$ cat src/rtl/adder_stream_pkg.sv
// Shared definitions for the adder stream accumulator slice.
//   state_t           : accumulator FSM states
//   DEFAULT_ACC_W     : default accumulator / result width
//   DEFAULT_BURST_LEN : default number of pair sums per burst
//   ADDER_W           : operand and pair-sum width of adder_32bit
package adder_stream_pkg;

   typedef enum logic [1:0] {
      IDLE,
      ACCUM,
      DONE
   } state_t;

   localparam int DEFAULT_ACC_W     = 40;
   localparam int DEFAULT_BURST_LEN = 16;
   localparam int ADDER_W           = 32;

endpackage

$ cat src/rtl/adder_32bit.sv
// 32-bit modular adder.
//   a, b : operands
//   sum  : (a + b) mod 2^32; the carry out of bit 31 is not produced
module adder_32bit
   import adder_stream_pkg::*;
(
   input  logic [ADDER_W-1:0] a,
   input  logic [ADDER_W-1:0] b,
   output logic [ADDER_W-1:0] sum
);

   assign sum = a + b;

endmodule

$ cat src/rtl/adder_stream_accum.sv
// Burst accumulator for a stream of 32-bit operand pairs.
//   clk, rst                       : clock, asynchronous active-high reset
//   in_valid/in_ready, in_a, in_b  : operand pair handshake
//   flush                          : close the current burst early
//   out_valid/out_ready            : burst result handshake
//   out_data, out_count, out_ovf   : burst total, beat count, overflow flag
module adder_stream_accum
   import adder_stream_pkg::*;
#(
   parameter  int ACC_W     = DEFAULT_ACC_W,
   parameter  int BURST_LEN = DEFAULT_BURST_LEN,
   localparam int CNT_W     = $clog2(BURST_LEN + 1)
) (
   input  logic               clk,
   input  logic               rst,
   input  logic               in_valid,
   output logic               in_ready,
   input  logic [31:0]        in_a,
   input  logic [31:0]        in_b,
   input  logic               flush,
   output logic               out_valid,
   input  logic               out_ready,
   output logic [ACC_W-1:0]   out_data,
   output logic [CNT_W-1:0]   out_count,
   output logic               out_ovf
);

   if (ACC_W < ADDER_W + 1) begin : g_bad_acc_w
      $error("adder_stream_accum: ACC_W must be >= 33");
   end
   if (BURST_LEN < 1) begin : g_bad_burst_len
      $error("adder_stream_accum: BURST_LEN must be >= 1");
   end

   state_t             state_q, state_d;
   logic [ACC_W-1:0]   acc_q, acc_d;
   logic [CNT_W-1:0]   count_q, count_d;
   logic               ovf_q, ovf_d;
   logic               in_ready_q, in_ready_d;
   logic               out_valid_q, out_valid_d;

   logic [ADDER_W-1:0] pair_sum;
   logic [ACC_W:0]     acc_sum;
   logic [CNT_W-1:0]   count_inc;
   logic               accept;

   adder_32bit u_adder (
      .a   (in_a),
      .b   (in_b),
      .sum (pair_sum)
   );

   assign accept    = in_valid && in_ready_q;
   // One extra bit captures the carry out of the ACC_W-bit add for ovf.
   assign acc_sum   = {1'b0, acc_q} + (ACC_W + 1)'(pair_sum);
   assign count_inc = count_q + CNT_W'(1);

   always_comb begin
      state_d = state_q;
      acc_d   = acc_q;
      count_d = count_q;
      ovf_d   = ovf_q;

      unique case (state_q)
         IDLE, ACCUM: begin
            if (accept) begin
               acc_d   = acc_sum[ACC_W-1:0];
               count_d = count_inc;
               ovf_d   = ovf_q | acc_sum[ACC_W];
               // A coincident flush still includes this beat.
               if (count_inc == CNT_W'(BURST_LEN) || flush) begin
                  state_d = DONE;
               end else begin
                  state_d = ACCUM;
               end
            end else if (flush && state_q == ACCUM) begin
               // Only a non-empty burst may be flushed, so no empty results.
               state_d = DONE;
            end
         end
         DONE: begin
            if (out_ready) begin
               state_d = IDLE;
               acc_d   = '0;
               count_d = '0;
               ovf_d   = 1'b0;
            end
         end
         default: state_d = IDLE;
      endcase

      // Handshake flags are registered from the next state so they line up
      // with the registered result fields.
      in_ready_d  = (state_d != DONE);
      out_valid_d = (state_d == DONE);
   end

   always_ff @(posedge clk or posedge rst) begin
      if (rst) begin
         state_q     <= IDLE;
         acc_q       <= '0;
         count_q     <= '0;
         ovf_q       <= 1'b0;
         in_ready_q  <= 1'b1;
         out_valid_q <= 1'b0;
      end else begin
         state_q     <= state_d;
         acc_q       <= acc_d;
         count_q     <= count_d;
         ovf_q       <= ovf_d;
         in_ready_q  <= in_ready_d;
         out_valid_q <= out_valid_d;
      end
   end

   assign in_ready  = in_ready_q;
   assign out_valid = out_valid_q;
   assign out_data  = acc_q;
   assign out_count = count_q;
   assign out_ovf   = ovf_q;

endmodule

$ cat config.mk
export PLATFORM = sky130hd
export DESIGN_NAME = adder_stream_accum
export DESIGN_NICKNAME = d
export VERILOG_FILES = /design/src/rtl/adder_stream_pkg.sv /design/src/rtl/adder_32bit.sv /design/src/rtl/adder_stream_accum.sv
export SDC_FILE = /design/constraint.sdc
export NUM_CORES = 1
export LEC_CHECK = 0
export BUFFER_PORTS_ARGS = -buffer_cell sky130_fd_sc_hd__buf_2
export CORE_MARGIN = 1.5
export CORE_UTILIZATION = 58
export CTS_BUF_LIST = sky130_fd_sc_hd__clkbuf_8
export CTS_CLUSTER_DIAMETER = 40
export DETAILED_ROUTE_END_ITERATION = 16
export GPL_TIMING_DRIVEN = 1
export PLACE_DENSITY_LB_ADDON = 0.15
export SKIP_CTS_REPAIR_TIMING = 1
export SLEW_MARGIN = 40
export SYNTH_ARGS = -nofsm -noshare
export SYNTH_HDL_FRONTEND = slang
export SYNTH_HIERARCHICAL = 1
export SYNTH_SLANG_ARGS = --single-unit
$ cat constraint.sdc
create_clock -name clk -period 3.4 [get_ports clk]
set_input_delay 0.51 -clock clk [delete_from_list [all_inputs] [get_ports clk]]
set_output_delay 0.51 -clock clk [all_outputs]
set_load 0.05 [all_outputs]
Word level (Yosys, flattened, before mapping)
Index checks and enable logic that the tools add are counted.

storage, ports and cells
  register bits = 50
  latch bits = 0
  bits in writable memories = 0
  memory bits (read-only) = 0
  input port bits = 69
  memories kept = 0

cells by class
  $add $sub $neg = 3
  multiply operators = 0
  div/mod/pow operators = 0
  magnitude comparators = 0
  equality and inequality tests = 7
  shift operators = 0
  muxes and demuxes = 14
  bitwise gates (word level) = 1
  reduce and logical (&&, ||, !) cells = 7

operator list
  cell                                                             count
  40-bit two-way mux                                               2
  40-bit one-hot mux with 2 select lines                           1
  40-bit by 32-bit adder with 41-bit output                        1
  32-bit adder                                                     1
  5-bit two-way mux                                                2
  5-bit one-hot mux with 2 select lines                            1
  2-bit two-way mux                                                4
  2-bit inequality test, second input constant                     3
  5-bit by 1-bit adder with 5-bit output, second input constant    1
  5-bit == test, second input constant                             1
  2-bit == test, second input constant                             2
  2-bit one-hot mux with 2 select lines                            1
  3-bit AND reduction                                              1
  2-bit by 1-bit == test with 1-bit output, second input constant  1
  1-bit logical AND                                                2
  2-bit logical NOT                                                1
  1-bit two-way mux                                                2
  1-bit one-hot mux with 2 select lines                            1
  2-bit nonzero test                                               1
  2-bit OR reduction                                               1
  1-bit logical OR                                                 1
  1-bit OR                                                         1

Depth between registers and ports, before layout
Gate-level depths: netlist (run 1).

  word-level depth = 7
  mapped depth = 19
  depth with buffers taken out = 18

By module
The synthesis (run 1) kept the hierarchy.

by module, submodules not included
  module              times used  cells an instance  area each (µm²)
  adder_stream_accum  1           456                3843.7
  adder_32bit         1           241                1744.2

Worst setup path after synthesis (run 1)
No wires, ideal clock.

  kind = input -> register
  start point = input port in_a[0]
  end point = register acc_q[18] (netlist: out_data[18])
  library setup time = 0.122 ns
  data arrival time = 4.406 ns
  required time = 3.278 ns
  setup slack = -1.127 ns
  cell stages on the path = 19
  buffers on the path = 1
  cells stage by stage = ha_1 fa_1 a21o_1 a31o_2 a21o_1 a21oi_1 o21bai_1 a21oi_1 xnor2_1 ha_1 buf_4 and4_1 and4_1 a221o_1 o211ai_1 a21boi_1 o21a_1 or3_1 a32o_1

between the ends
  cells in the longest elaborated chain, start to end = 4

ends and longest elaborated chain
  what                                       RTL line                   source
  start, declared                            adder_stream_accum.sv:18   input logic [31:0] in_a,
  32-bit adder                               adder_32bit.sv:12          assign sum = a + b;
  via pair_sum[10]                           adder_stream_accum.sv:42   logic [ADDER_W-1:0] pair_sum;
  40-bit by 32-bit adder with 41-bit output  adder_stream_accum.sv:55   assign acc_sum = {1'b0, acc_q} + (ACC_W + 1)'(pair_sum);
  40-bit two-way mux                         adder_stream_accum.sv:66   if (accept) begin
  40-bit one-hot mux with 2 select lines     adder_stream_accum.sv:64   unique case (state_q)
  end signal, assigned                       adder_stream_accum.sv:101  acc_q <= '0;
  end signal, assigned                       adder_stream_accum.sv:108  acc_q <= acc_d;
  end, declared                              adder_stream_accum.sv:36   logic [ACC_W-1:0] acc_q, acc_d;

The timed path passes the listed nets, and every way through them passes these cells. The select of a mux whose other input is x is not followed.
A chain may end at the register's enable or synchronous reset.

Worst setup path after layout (run 1)
  start point = input port in_b[0]
  end point = register acc_q[35] (netlist: out_data[35])

between the ends
  cells in the longest elaborated chain, start to end = 4

ends and longest elaborated chain
  what                                       RTL line                  source
  start, declared                            adder_stream_accum.sv:19  input logic [31:0] in_b,
  32-bit adder                               adder_32bit.sv:12
  via pair_sum[10]                           adder_stream_accum.sv:42
  40-bit by 32-bit adder with 41-bit output  adder_stream_accum.sv:55
  40-bit two-way mux                         adder_stream_accum.sv:66
  40-bit one-hot mux with 2 select lines     adder_stream_accum.sv:64

The timed path passes the listed nets, and every way through them passes these cells. The select of a mux whose other input is x is not followed.

==> results of run 1 <==
through the flow:
stage | util | setup slack, ns | std cells | total power, mW
floorplan | - | -0.858 | 697 | 4.30
global placement | 0.830 | -1.00 | 1094 | 5.97
detailed placement | 0.830 | -1.18 | 1094 | 6.18
CTS | 0.842 | -0.885 | 1102 | 6.66
global route | 0.893 | -1.09 | 1114 | 7.80
finish | 0.893 | -0.948 | 1114 | 7.44
placed cells by master (no fill, tap or decap), types with 12 or more instances in the layout:
cell type | netlist | layout
sky130_fd_sc_hd__a21oi_1 | 68 | 54
sky130_fd_sc_hd__xnor2_1 | 25 | 22
sky130_fd_sc_hd__ha_1 | 64 | 57
sky130_fd_sc_hd__buf_2 | 4 | 114
sky130_fd_sc_hd__nand2_1 | 78 | 76
sky130_fd_sc_hd__nor2_1 | 33 | 32
sky130_fd_sc_hd__dfrtp_1 | 49 | 49
sky130_fd_sc_hd__xor2_1 | 28 | 27
sky130_fd_sc_hd__a21o_1 | 31 | 31
sky130_fd_sc_hd__nand4_1 | 16 | 16
sky130_fd_sc_hd__a21oi_2 | 1 | 12
sky130_fd_sc_hd__o21ai_1 | 2 | 18
sky130_fd_sc_hd__o21ai_0 | 58 | 39
sky130_fd_sc_hd__nand3_1 | 23 | 20
sky130_fd_sc_hd__buf_4 | 3 | 190
sky130_fd_sc_hd__inv_1 | 19 | 18
routing by layer:
metal	global-route usage	up-vias	wire, um
li1	-	3189	-
met1	0.419	3379	7910
met2	0.673	531	10700
met3	0.0338	150	1850
met4	0.140	0	1370
met5	0	-	0
kinds of logic (layout without fill, tap and decap cells):
group / count (synthesis) / in the layout / share of synthesized area
mux: 4 / 4 / 0.00717
flops: 50 / 50 / 0.224
fa+ha+maj: 66 / 66 / 0.150
xor+xnor: 53 / 53 / 0.0831
compound gates: 260 / 260 / 0.309
buf+inv: 51 / 339 / 0.0374
simple gates: 213 / 213 / 0.189
final timing paths:
| check | slack (ns) | to | start |
|---|---|---|---|
| max | -0.95 | out_data[35] | in_b[0] |
| min | 0.27 | out_data[22] | rst |
| max reg2reg | 0.41 | out_data[35] | out_data[9] |
| min reg2reg | 0.50 | out_ovf | out_ovf |
| max in group asynchronous | 2.71 | out_data[7] | rst |
| min in group clk | 0.44 | out_valid | out_ready |
sequential cells by signal, indices dropped and copies added, names as in the netlist:
signal / flops
in_ready: 1
out_count: 5
out_data: 40
out_ovf: 1
out_valid: 1
state_q: 2
layout make-up:
| cell class | instances | area [um2] | share of cell area |
|---|---|---|---|
| well taps | 129 | 161 | 0.0195 |
| clock inverters | 3 | 43.8 | 0.00528 |
| multi-input cells | 596 | 4600 | 0.555 |
| repair buffers | 312 | 2090 | 0.252 |
| inverters | 19 | 73.8 | 0.00890 |
| flip-flops and latches | 50 | 1250 | 0.151 |
| clock buffers | 5 | 68.8 | 0.00830 |
power breakdown:
group	internal (mW)	switching (mW)	leakage (nW)	total (mW)
sequential	0.834	0.265	0.644	1.10
clock	0.222	0.243	0.0585	0.465
combinational	2.42	3.45	3.43	5.87
total	3.48	3.96	4.13	7.44
worst reg2reg max path, stage by stage, from the launching register on:
cell                       delay, ns
sky130_fd_sc_hd__dfrtp_1        0.43
sky130_fd_sc_hd__ha_1           0.43
sky130_fd_sc_hd__nand3_1        0.22
sky130_fd_sc_hd__nor4_2         0.38
sky130_fd_sc_hd__a211oi_2       0.11
sky130_fd_sc_hd__a21oi_4        0.25
sky130_fd_sc_hd__nor4_4         0.07
sky130_fd_sc_hd__o31a_1         0.30
sky130_fd_sc_hd__buf_4          0.17
sky130_fd_sc_hd__or3_1          0.34
sky130_fd_sc_hd__a21oi_1        0.18
==> results.py, run 1 <==
metrics = {
    "power": {
        "leakagePower_nw": 4.13,
        "power.ir.vdd_worst_mv": 0.861,
        "pwr_density_cell_nw_per_um2": 897,
    },
    "job": {
        "drv_cap": 0,
    },
    "cts": {
        "htree_levels": 2,
        "tritoncts": "yes",
        "numClockSinks": 50,
        "tritoncts.num_buffers": 5,
        "clock_path_buffers": 2,
        "clock_insertion_delay_worst_skew_ns": 0.32,
        "cts_clock_pin_slew_for_the_worst_setup_and_hold_paths_ns": 0.12,
        "cts_root_buffer": "sky130_fd_sc_hd__clkbuf_8",
    },
    "synth": {
        "synthTopCellsByCount": "sky130_fd_sc_hd__nand2_1 (78), sky130_fd_sc_hd__a21oi_1 (68), sky130_fd_sc_hd__ha_1 (64)",
        "synth_flop_cell": "sky130_fd_sc_hd__dfrtp_1",
        "synth-edff-count": 0,
        "synth_top_cell_area_share": 0.219,
        "syn-num-nets": 832,
        "synth.most_common_cell": "sky130_fd_sc_hd__nand2_1",
        "synth.yosys.seq_area_share": 0.224,
        "netlist_area_before_placement_um2": 5590,
        "netlist-cell-type-count": 74,
        "post_synth_main_area_contributors": "sky130_fd_sc_hd__dfrtp_1 (22%), sky130_fd_sc_hd__ha_1 (14%), sky130_fd_sc_hd__a21oi_1 (6.1%)",
        "yosys_register_bits": 50,
        "synth-async-reset-ratio": 1.00,
        "synthesis.area_per_instance_um2": 8.02,
        "yosysWarningCount": 6,
        "synth_cells": 697,
        "synthDominantAreaCellType": "sky130_fd_sc_hd__dfrtp_1",
    },
    "routing": {
        "drt-total-wl_um": 21800,
        "drc": 0,
        "initialDrtViolationCount": 831,
        "avgViaCountPerCell": 6.51,
        "detailedRoute.firstPassIterationCount": 6,
        "route.antenna.remaining_nets": 0,
        "vias_after_detailed_routing": 7249,
        "avgRoutedWirePerCell_um": 19.6,
    },
    "grt": {
        "largest_net_degree_at_the_start_of_global_routing": 51,
        "global_route.overflow_total": 0,
        "grt_first_pass_wirelength_um": 29600,
        "antenna_found_initial": 0,
        "grt_pass1_vias": 6598,
        "globalRouteTotalUtil": 0.358,
    },
    "worst_setup_path": {
        "cp.required_ns": 3.63,
        "timing.critical_path.to_type": "flip-flop",
        "worst_ep_arrival_time_ns": 4.58,
        "cp_slowest_stage_delay_ns": 0.38,
        "cp_num_cells": 20,
        "critical_path.n_buffers_inverters": 2,
        "reg2reg_depth": 10,
        "cpLargestDelayFamily": "compound AO/OA/AOI/OAI gates",
        "critical_path.max_fanout": 7,
        "crit_slowest_cell": "sky130_fd_sc_hd__nor4_2",
        "worst_setup_path_start_kind": "primary input",
        "timing_worst_setup_path_type": "in -> reg",
        "crit_path_cell_trace": "buf_8 -> ha_4 -> fa_2 -> a21o_1 -> a31o_4 -> a21o_1 -> a21oi_2 -> o21bai_1 -> a21oi_2 -> xnor2_1 -> ha_1 -> nand3_1 -> nor4_2 -> a211oi_2 -> a21oi_4 -> nor4_4 -> o31a_1 -> buf_4 -> or3_1 -> a21oi_1",
    },
    "placed_design": {
        "portBuffers": 116,
        "globalplace.congestion": 0.952,
        "placed_cell_area_um2": 7710,
        "dp.final_hpwl_um": 14800,
    },
    "die": {
        "rows": 35,
        "chipHeight_um": 101,
        "placeable_core_region_um2": 9280,
        "dieArea_um2": 10200,
        "floorplan.initialDensity": 0.602,
        "die_width_um": 101,
        "pin_count": 117,
    },
    "final_layout": {
        "syn_to_final_growth_pct": 48.4,
        "final_net_count": 1119,
        "post_route_cells_drive_above_1_share": 0.417,
        "number_of_inserted_diodes": 0,
        "fill_cells": 480,
        "finalInstanceArea_um2": 8290,
    },
    "sta": {
        "layout_setup_ws_ns": -0.948,
        "setup_viol": 30,
        "rsz0062_at_grt": "true",
        "fin_crit_sh": 1.28,
        "maxSlewHeadroom": 0.543,
        "clock_skew_ns": 0.0161,
        "totalNegativeSetupSlack_ns": -19.25,
        "hold_violations": 0,
        "fin_hold_ws_ns": 0.274,
        "worst_pin_slew_ns": 0.685,
        "max_slew_vio_count": 0,
        "max_clock_freq_mhz": 230,
        "minimum_clock_period_after_layout_ns": 4.35,
    },
    "status": {
        "status": "complete, but fails checks",
        "violated_checks": "negative setup slack",
    },
    "hold_path": {
        "worst_hold_path_type": "in -> async",
    },
}
(Power assumes the default switching activity.)
==> run 2: changes to the inputs <==
--- a/config.mk
+++ b/config.mk
@@ -12,7 +12,7 @@
 export CTS_CLUSTER_DIAMETER = 40
 export DETAILED_ROUTE_END_ITERATION = 16
 export GPL_TIMING_DRIVEN = 1
-export PLACE_DENSITY_LB_ADDON = 0.15
+export PLACE_DENSITY = 0.84
 export SKIP_CTS_REPAIR_TIMING = 1
 export SLEW_MARGIN = 40
 export SYNTH_ARGS = -nofsm -noshare
==> run 2 against run 1 <==
Compared with the run above:
- the run still ends with negative setup slack left
- combinational power grew 5.3%
- total power grew 3.7%
- design area grew 1.1%
- maximum frequency is essentially flat
- core utilization grew 1.0 points
- routed wire length grew 12%
- sequential power is essentially flat
- setup slack lost 0.0033 ns
- largest cell class unchanged
==> results.py, run 2 (same netlist as run 1, synthesis figures left out) <==
metrics = {
    "final_layout": {
        "fill_cells": 432,
        "final_cell_mix": "sky130_fd_sc_hd__buf_4 (187), sky130_fd_sc_hd__buf_2 (114), sky130_fd_sc_hd__nand2_1 (76), sky130_fd_sc_hd__ha_1 (55), sky130_fd_sc_hd__a21oi_1 (50)",
        "commonest_non_fill_non_tap_cell_in_the_layout": "sky130_fd_sc_hd__buf_4",
        "final_net_count": 1121,
        "number_of_inserted_diodes": 0,
        "largest_register_ff_count": 40,
        "finalInstanceArea_um2": 8390,
        "seqCellArea_um2": 1250,
        "multiInputGateArea_um2": 4670,
        "post_route_cells_drive_above_1_share": 0.431,
        "syn_to_final_growth_pct": 50.1,
    },
    "cts": {
        "cts_clock_pin_slew_for_the_worst_setup_and_hold_paths_ns": 0.12,
        "clock_insertion_delay_worst_skew_ns": 0.34,
        "htree_levels": 2,
        "cts_root_buffer": "sky130_fd_sc_hd__clkbuf_8",
        "tritoncts": "yes",
        "tritoncts.num_buffers": 5,
        "numClockSinks": 50,
        "clock_path_buffers": 2,
    },
    "grt": {
        "globalRouteTotalUtil": 0.362,
        "antenna_found_initial": 0,
        "global_route.overflow_total": 0,
        "largest_net_degree_at_the_start_of_global_routing": 51,
        "grt_first_pass_wirelength_um": 29700,
        "grt_pass1_vias": 6727,
    },
    "power": {
        "leakagePower_nw": 4.17,
        "pwr_density_cell_nw_per_um2": 919,
        "power.share.combinational": 0.802,
        "share_seq_of_total_power": 0.147,
        "internal-power_mw": 3.50,
        "switchingPower_mw": 4.21,
        "p_sw_frac": 0.546,
        "power.ir.vdd_worst_mv": 0.778,
        "power.share.clock": 0.052,
    },
    "sta": {
        "fin_crit_sh": 1.28,
        "layout_setup_ws_ns": -0.951,
        "setup_viol": 31,
        "clock_skew_ns": 0.0159,
        "hold_violations": 0,
        "max_slew_vio_count": 0,
        "worst_pin_slew_ns": 0.725,
        "rsz0062_at_grt": "true",
        "max_clock_freq_mhz": 230,
        "minimum_clock_period_after_layout_ns": 4.35,
        "maxSlewHeadroom": 0.516,
    },
    "hold_path": {
        "worst_hold_path_type": "in -> async",
    },
    "routing": {
        "drc": 0,
        "avgViaCountPerCell": 6.89,
        "drt-total-wl_um": 24400,
        "initialDrtViolationCount": 776,
        "vias_after_detailed_routing": 7693,
        "route.antenna.remaining_nets": 0,
        "detailedRoute.firstPassIterationCount": 6,
        "avgRoutedWirePerCell_um": 21.9,
    },
    "worst_setup_path": {
        "worst_setup_path_start_kind": "primary input",
        "critical_path.max_fanout": 5,
        "worstReg2RegStart": "out_data[0]",
        "timing.critical_path.to": "out_data[14]",
        "timing_worst_setup_path_type": "in -> reg",
        "worst_ep_arrival_time_ns": 4.54,
        "timing.critical_path.from": "in_a[0]",
        "critical_path.reg2reg.endpoint": "out_data[18]",
        "timing.critical_path.to_type": "flip-flop",
        "reg2reg_depth": 10,
        "cp.required_ns": 3.58,
        "reg2reg_slack_ns": 0.38,
    },
    "die": {
        "pin_count": 117,
        "placeable_core_region_um2": 9280,
        "die_width_um": 101,
        "rows": 35,
        "chipHeight_um": 101,
        "dieArea_um2": 10200,
        "floorplan.initialDensity": 0.602,
    },
    "placed_design": {
        "dp_worst_setup_slack_ns": -1.14,
        "globalplace.congestion": 0.979,
        "placed_cell_area_um2": 7670,
        "dp.final_hpwl_um": 14800,
        "portBuffers": 116,
    },
    "job": {
        "drv_cap": 0,
    },
    "status": {
        "violated_checks": "negative setup slack",
        "status": "complete, but fails checks",
    },
}
-- run 2: worst min path at each step --
| stage | from | end | slack, ns | depth (start not counted) |
|---|---|---|---|---|
| finish | rst | out_data[24] | 0.27 | 2 |
| global route | rst | out_data[24] | 0.32 | 2 |
| CTS | rst | out_data[33] | 0.29 | 2 |
| detailed placement | out_ovf | out_ovf | 0.51 | 2 |
| global placement | out_ovf | out_ovf | 0.47 | 2 |
| floorplan | state_q[1] | out_valid | 0.53 | 1 |
-- run 2: power by group through the flow --
stage                     Sequential, mW  Clock [mW]  Combinational [mW]
after floorplan                     1.77           0                2.53
after detailed placement            1.10           0                5.08
after CTS                           1.08       0.389                5.11
after global placement              1.08           0                4.85
final                               1.13       0.398                6.18
after global routing                1.14       0.416                6.44
-- run 2: metal layers --
layer	wire length, um	GRT usage	up-vias
li1	-	-	3201
met1	8040	0.403	3539
met2	11800	0.671	687
met3	2410	0.0621	266
met4	2110	0.165	0
met5	0	0	-
-- run 2: per-stage QoR --
step / std cells / hold WS (ns) / setup TNS (ns) / power [mW] / utilization
after floorplan: 697 / 0.525 / -13.87 / 4.30 / -
after global placement: 1089 / 0.469 / -23.02 / 5.92 / 0.826
after detailed placement: 1089 / 0.507 / -27.46 / 6.18 / 0.826
after CTS: 1097 / 0.291 / -17.03 / 6.59 / 0.836
after global routing: 1116 / 0.321 / -25.23 / 8.00 / 0.903
final: 1116 / 0.271 / -21.52 / 7.71 / 0.903
-- run 2: critical path, stage by stage --
cell	delay, ns
sky130_fd_sc_hd__buf_6	0.10
sky130_fd_sc_hd__ha_4	0.15
sky130_fd_sc_hd__fa_2	0.35
sky130_fd_sc_hd__a21o_1	0.19
sky130_fd_sc_hd__a31o_4	0.24
sky130_fd_sc_hd__a21o_1	0.19
sky130_fd_sc_hd__a21oi_2	0.17
sky130_fd_sc_hd__o21bai_1	0.09
sky130_fd_sc_hd__a21oi_1	0.17
sky130_fd_sc_hd__xnor2_1	0.16
sky130_fd_sc_hd__ha_1	0.34
sky130_fd_sc_hd__and4_1	0.23
sky130_fd_sc_hd__and4_1	0.17
sky130_fd_sc_hd__a221o_1	0.33
sky130_fd_sc_hd__buf_6	0.15
sky130_fd_sc_hd__or2_2	0.29
sky130_fd_sc_hd__a21o_1	0.18
sky130_fd_sc_hd__a21oi_2	0.15
sky130_fd_sc_hd__xor2_1	0.25
sky130_fd_sc_hd__o21ai_1	0.11
-- run 2: final cells by class --
cell class              instances  area share
clock buffers                   5     0.00821
inverters                      19     0.00880
flip-flops and latches         50       0.149
clock inverters                 3     0.00298
well taps                     129      0.0192
repair buffers                314       0.255
multi-input cells             596       0.557
==> run 3: changes to the inputs <==
--- a/config.mk
+++ b/config.mk
@@ -7,12 +7,12 @@
 export LEC_CHECK = 0
 export BUFFER_PORTS_ARGS = -buffer_cell sky130_fd_sc_hd__buf_2
 export CORE_MARGIN = 1.5
-export CORE_UTILIZATION = 58
+export CORE_UTILIZATION = 60
 export CTS_BUF_LIST = sky130_fd_sc_hd__clkbuf_8
 export CTS_CLUSTER_DIAMETER = 40
 export DETAILED_ROUTE_END_ITERATION = 16
 export GPL_TIMING_DRIVEN = 1
-export PLACE_DENSITY = 0.84
+export PLACE_DENSITY = 0.86
 export SKIP_CTS_REPAIR_TIMING = 1
 export SLEW_MARGIN = 40
 export SYNTH_ARGS = -nofsm -noshare
==> constraint.sdc (replaced) <==
create_clock -name clk -period 5.35 [get_ports clk]
set_input_delay 0.8025 -clock clk [delete_from_list [all_inputs] [get_ports clk]]
set_output_delay 0.8025 -clock clk [all_outputs]
set_load 0.05 [all_outputs]
==> run 3 against run 2 <==
Compared with the run above:
- the run now ends clean
- sequential power shrank 40%
- routed wire length shrank 41%
- highest routed layer unchanged
- via count shrank 25%
- combinational power shrank 58%
- final cell count shrank 19%
- count of clock-buffer cells in the layout increased by 1
- sequential cell count unchanged
- die area is 3.2% lower
- critical path depth fell by 1
- largest power group unchanged
==> results.py, run 3 (same netlist as run 1, synthesis figures left out) <==
metrics = {
    "power": {
        "power.ir.vdd_worst_mv": 0.434,
        "switchingPower_mw": 1.98,
        "power.share.combinational": 0.738,
        "leakagePower_nw": 3.12,
        "power.share.clock": 0.067,
        "p_sw_frac": 0.566,
        "pwr_density_cell_nw_per_um2": 554,
        "internal-power_mw": 1.51,
        "share_seq_of_total_power": 0.195,
    },
    "status": {
        "status": "complete, no violations",
    },
    "sta": {
        "rsz0062_at_grt": "false",
        "hold_violations": 0,
        "clock_skew_ns": 0.0107,
        "max_clock_freq_mhz": 197,
        "worst_pin_slew_ns": 0.632,
        "minimum_clock_period_after_layout_ns": 5.07,
        "max_slew_vio_count": 0,
        "fin_crit_sh": 0.948,
        "totalNegativeSetupSlack_ns": 0,
        "maxSlewHeadroom": 0.578,
        "setup_viol": 0,
    },
    "worst_setup_path": {
        "critical_path.reg2reg.endpoint": "out_data[37]",
        "cp.required_ns": 5.59,
        "cpLargestDelayFamily": "compound AO/OA/AOI/OAI gates",
        "critical_path.n_buffers_inverters": 1,
        "path_common_cell": "sky130_fd_sc_hd__a21oi_1",
        "worstReg2RegStart": "out_data[9]",
        "cp_num_cells": 19,
        "crit_path_cell_trace": "buf_2 -> ha_1 -> fa_1 -> a21o_1 -> a31o_2 -> a21o_1 -> a21oi_1 -> o21bai_1 -> a21oi_1 -> xnor2_1 -> ha_1 -> nand2_2 -> o2111a_1 -> o31a_1 -> a21oi_2 -> nor4_1 -> o31a_1 -> or4_1 -> a21oi_1",
        "worst_setup_path_start_kind": "primary input",
        "timing_worst_setup_path_type": "in -> reg",
        "crit_slowest_cell": "sky130_fd_sc_hd__or4_1",
        "worst_ep_arrival_time_ns": 5.31,
        "reg2reg_depth": 9,
        "cp_slowest_stage_delay_ns": 0.49,
        "timing.critical_path.to_type": "flip-flop",
        "critical_path.max_fanout": 8,
        "reg2reg_slack_ns": 2.37,
    },
    "routing": {
        "vias_after_detailed_routing": 5785,
        "route.antenna.remaining_nets": 0,
        "avgRoutedWirePerCell_um": 16.0,
        "drt-total-wl_um": 14500,
        "detailedRoute.firstPassIterationCount": 6,
        "avgViaCountPerCell": 6.40,
        "initialDrtViolationCount": 374,
        "drc": 0,
    },
    "cts": {
        "tritoncts.num_buffers": 5,
        "cts_clock_pin_slew_for_the_worst_setup_and_hold_paths_ns": 0.09,
        "tritoncts": "yes",
        "cts_root_buffer": "sky130_fd_sc_hd__clkbuf_8",
        "htree_levels": 2,
        "clock_insertion_delay_worst_skew_ns": 0.31,
        "numClockSinks": 50,
        "clock_path_buffers": 2,
    },
    "final_layout": {
        "post_route_cells_drive_above_1_share": 0.192,
        "final_cell_mix": "sky130_fd_sc_hd__buf_2 (116), sky130_fd_sc_hd__nand2_1 (78), sky130_fd_sc_hd__a21oi_1 (68), sky130_fd_sc_hd__ha_1 (64), sky130_fd_sc_hd__o21ai_0 (58)",
        "syn_to_final_growth_pct": 12.8,
        "layout.core_utilization": 0.688,
        "fill_cells": 751,
        "number_of_inserted_diodes": 0,
        "commonest_non_fill_non_tap_cell_in_the_layout": "sky130_fd_sc_hd__buf_2",
        "largest_register_ff_count": 40,
        "seqCellArea_um2": 1250,
        "final_net_count": 927,
        "multiInputGateArea_um2": 4130,
    },
    "die": {
        "placeable_core_region_um2": 9150,
        "rows": 35,
        "die_width_um": 99.5,
        "floorplan.initialDensity": 0.611,
        "dieArea_um2": 9900,
        "chipHeight_um": 99.5,
        "pin_count": 117,
    },
    "hold_path": {
        "hold-path-cell-count": 2,
        "worst_hold_path.endpoint": "out_ovf",
        "worst_hold_path_type": "reg -> reg",
        "hold_start": "out_ovf",
    },
    "placed_design": {
        "portBuffers": 116,
        "dp.final_hpwl_um": 11400,
        "globalplace.congestion": 0.972,
    },
    "grt": {
        "antenna_found_initial": 0,
        "globalRouteTotalUtil": 0.292,
        "grt_pass1_vias": 5208,
        "largest_net_degree_at_the_start_of_global_routing": 51,
        "grt_first_pass_wirelength_um": 23900,
        "global_route.overflow_total": 0,
    },
    "job": {
        "drv_cap": 0,
    },
}
## run 3: worst max-delay path by stage
stage / from / endpoint / slack (ns)
floorplan: in_a[0] / out_data[18] / 0.53
finish: in_a[0] / out_data[37] / 0.28
global route: in_a[0] / out_data[37] / 0.01
CTS: in_a[0] / out_data[37] / 0.35
detailed placement: in_a[0] / out_data[37] / 0.03
global placement: in_a[0] / out_data[37] / 0.18
## run 3: final cells by class
| type | instances | share of cell area |
|---|---|---|
| flip-flops and latches | 50 | 0.199 |
| well taps | 111 | 0.0220 |
| repair buffers | 120 | 0.0969 |
| inverters | 19 | 0.0117 |
| clock inverters | 2 | 0.00139 |
| clock buffers | 6 | 0.0131 |
| multi-input cells | 596 | 0.656 |
## run 3: through the flow
| step | area, um2 | hold slack [ns] | worst slack (ns) | power, mW | cells |
|---|---|---|---|---|---|
| floorplan | 5590 | 0.525 | 0.530 | 2.65 | 697 |
| global placement | 6200 | 0.473 | 0.180 | 3.14 | 896 |
| detailed placement | 6200 | 0.485 | 0.0342 | 3.21 | 896 |
| CTS | 6300 | 0.512 | 0.350 | 3.46 | 904 |
| global route | 6300 | 0.546 | 0.0133 | 3.77 | 904 |
| finish | 6300 | 0.512 | 0.278 | 3.49 | 904 |
## run 3: layer usage
metal	vias to the layer above	track usage	part of all wire
met5	-	0	0
met4	0	0.0748	0.019
met3	28	0.0450	0.070
met2	244	0.499	0.48
met1	2713	0.387	0.43
li1	2800	-	-
## run 3: power by group through the flow
stage / sequential, mW / clock, mW / combinational (mW)
CTS: 0.678 / 0.237 / 2.55
floorplan: 1.12 / 0 / 1.53
global route: 0.703 / 0.259 / 2.81
finish: 0.680 / 0.235 / 2.57
detailed placement: 0.684 / 0 / 2.53
global placement: 0.679 / 0 / 2.46
## run 3: tightest hold or removal path, stage by stage (launching register included)
cell                      delay (ns)
sky130_fd_sc_hd__dfrtp_1        0.36
sky130_fd_sc_hd__a32oi_1        0.06
sky130_fd_sc_hd__nand2_1        0.06
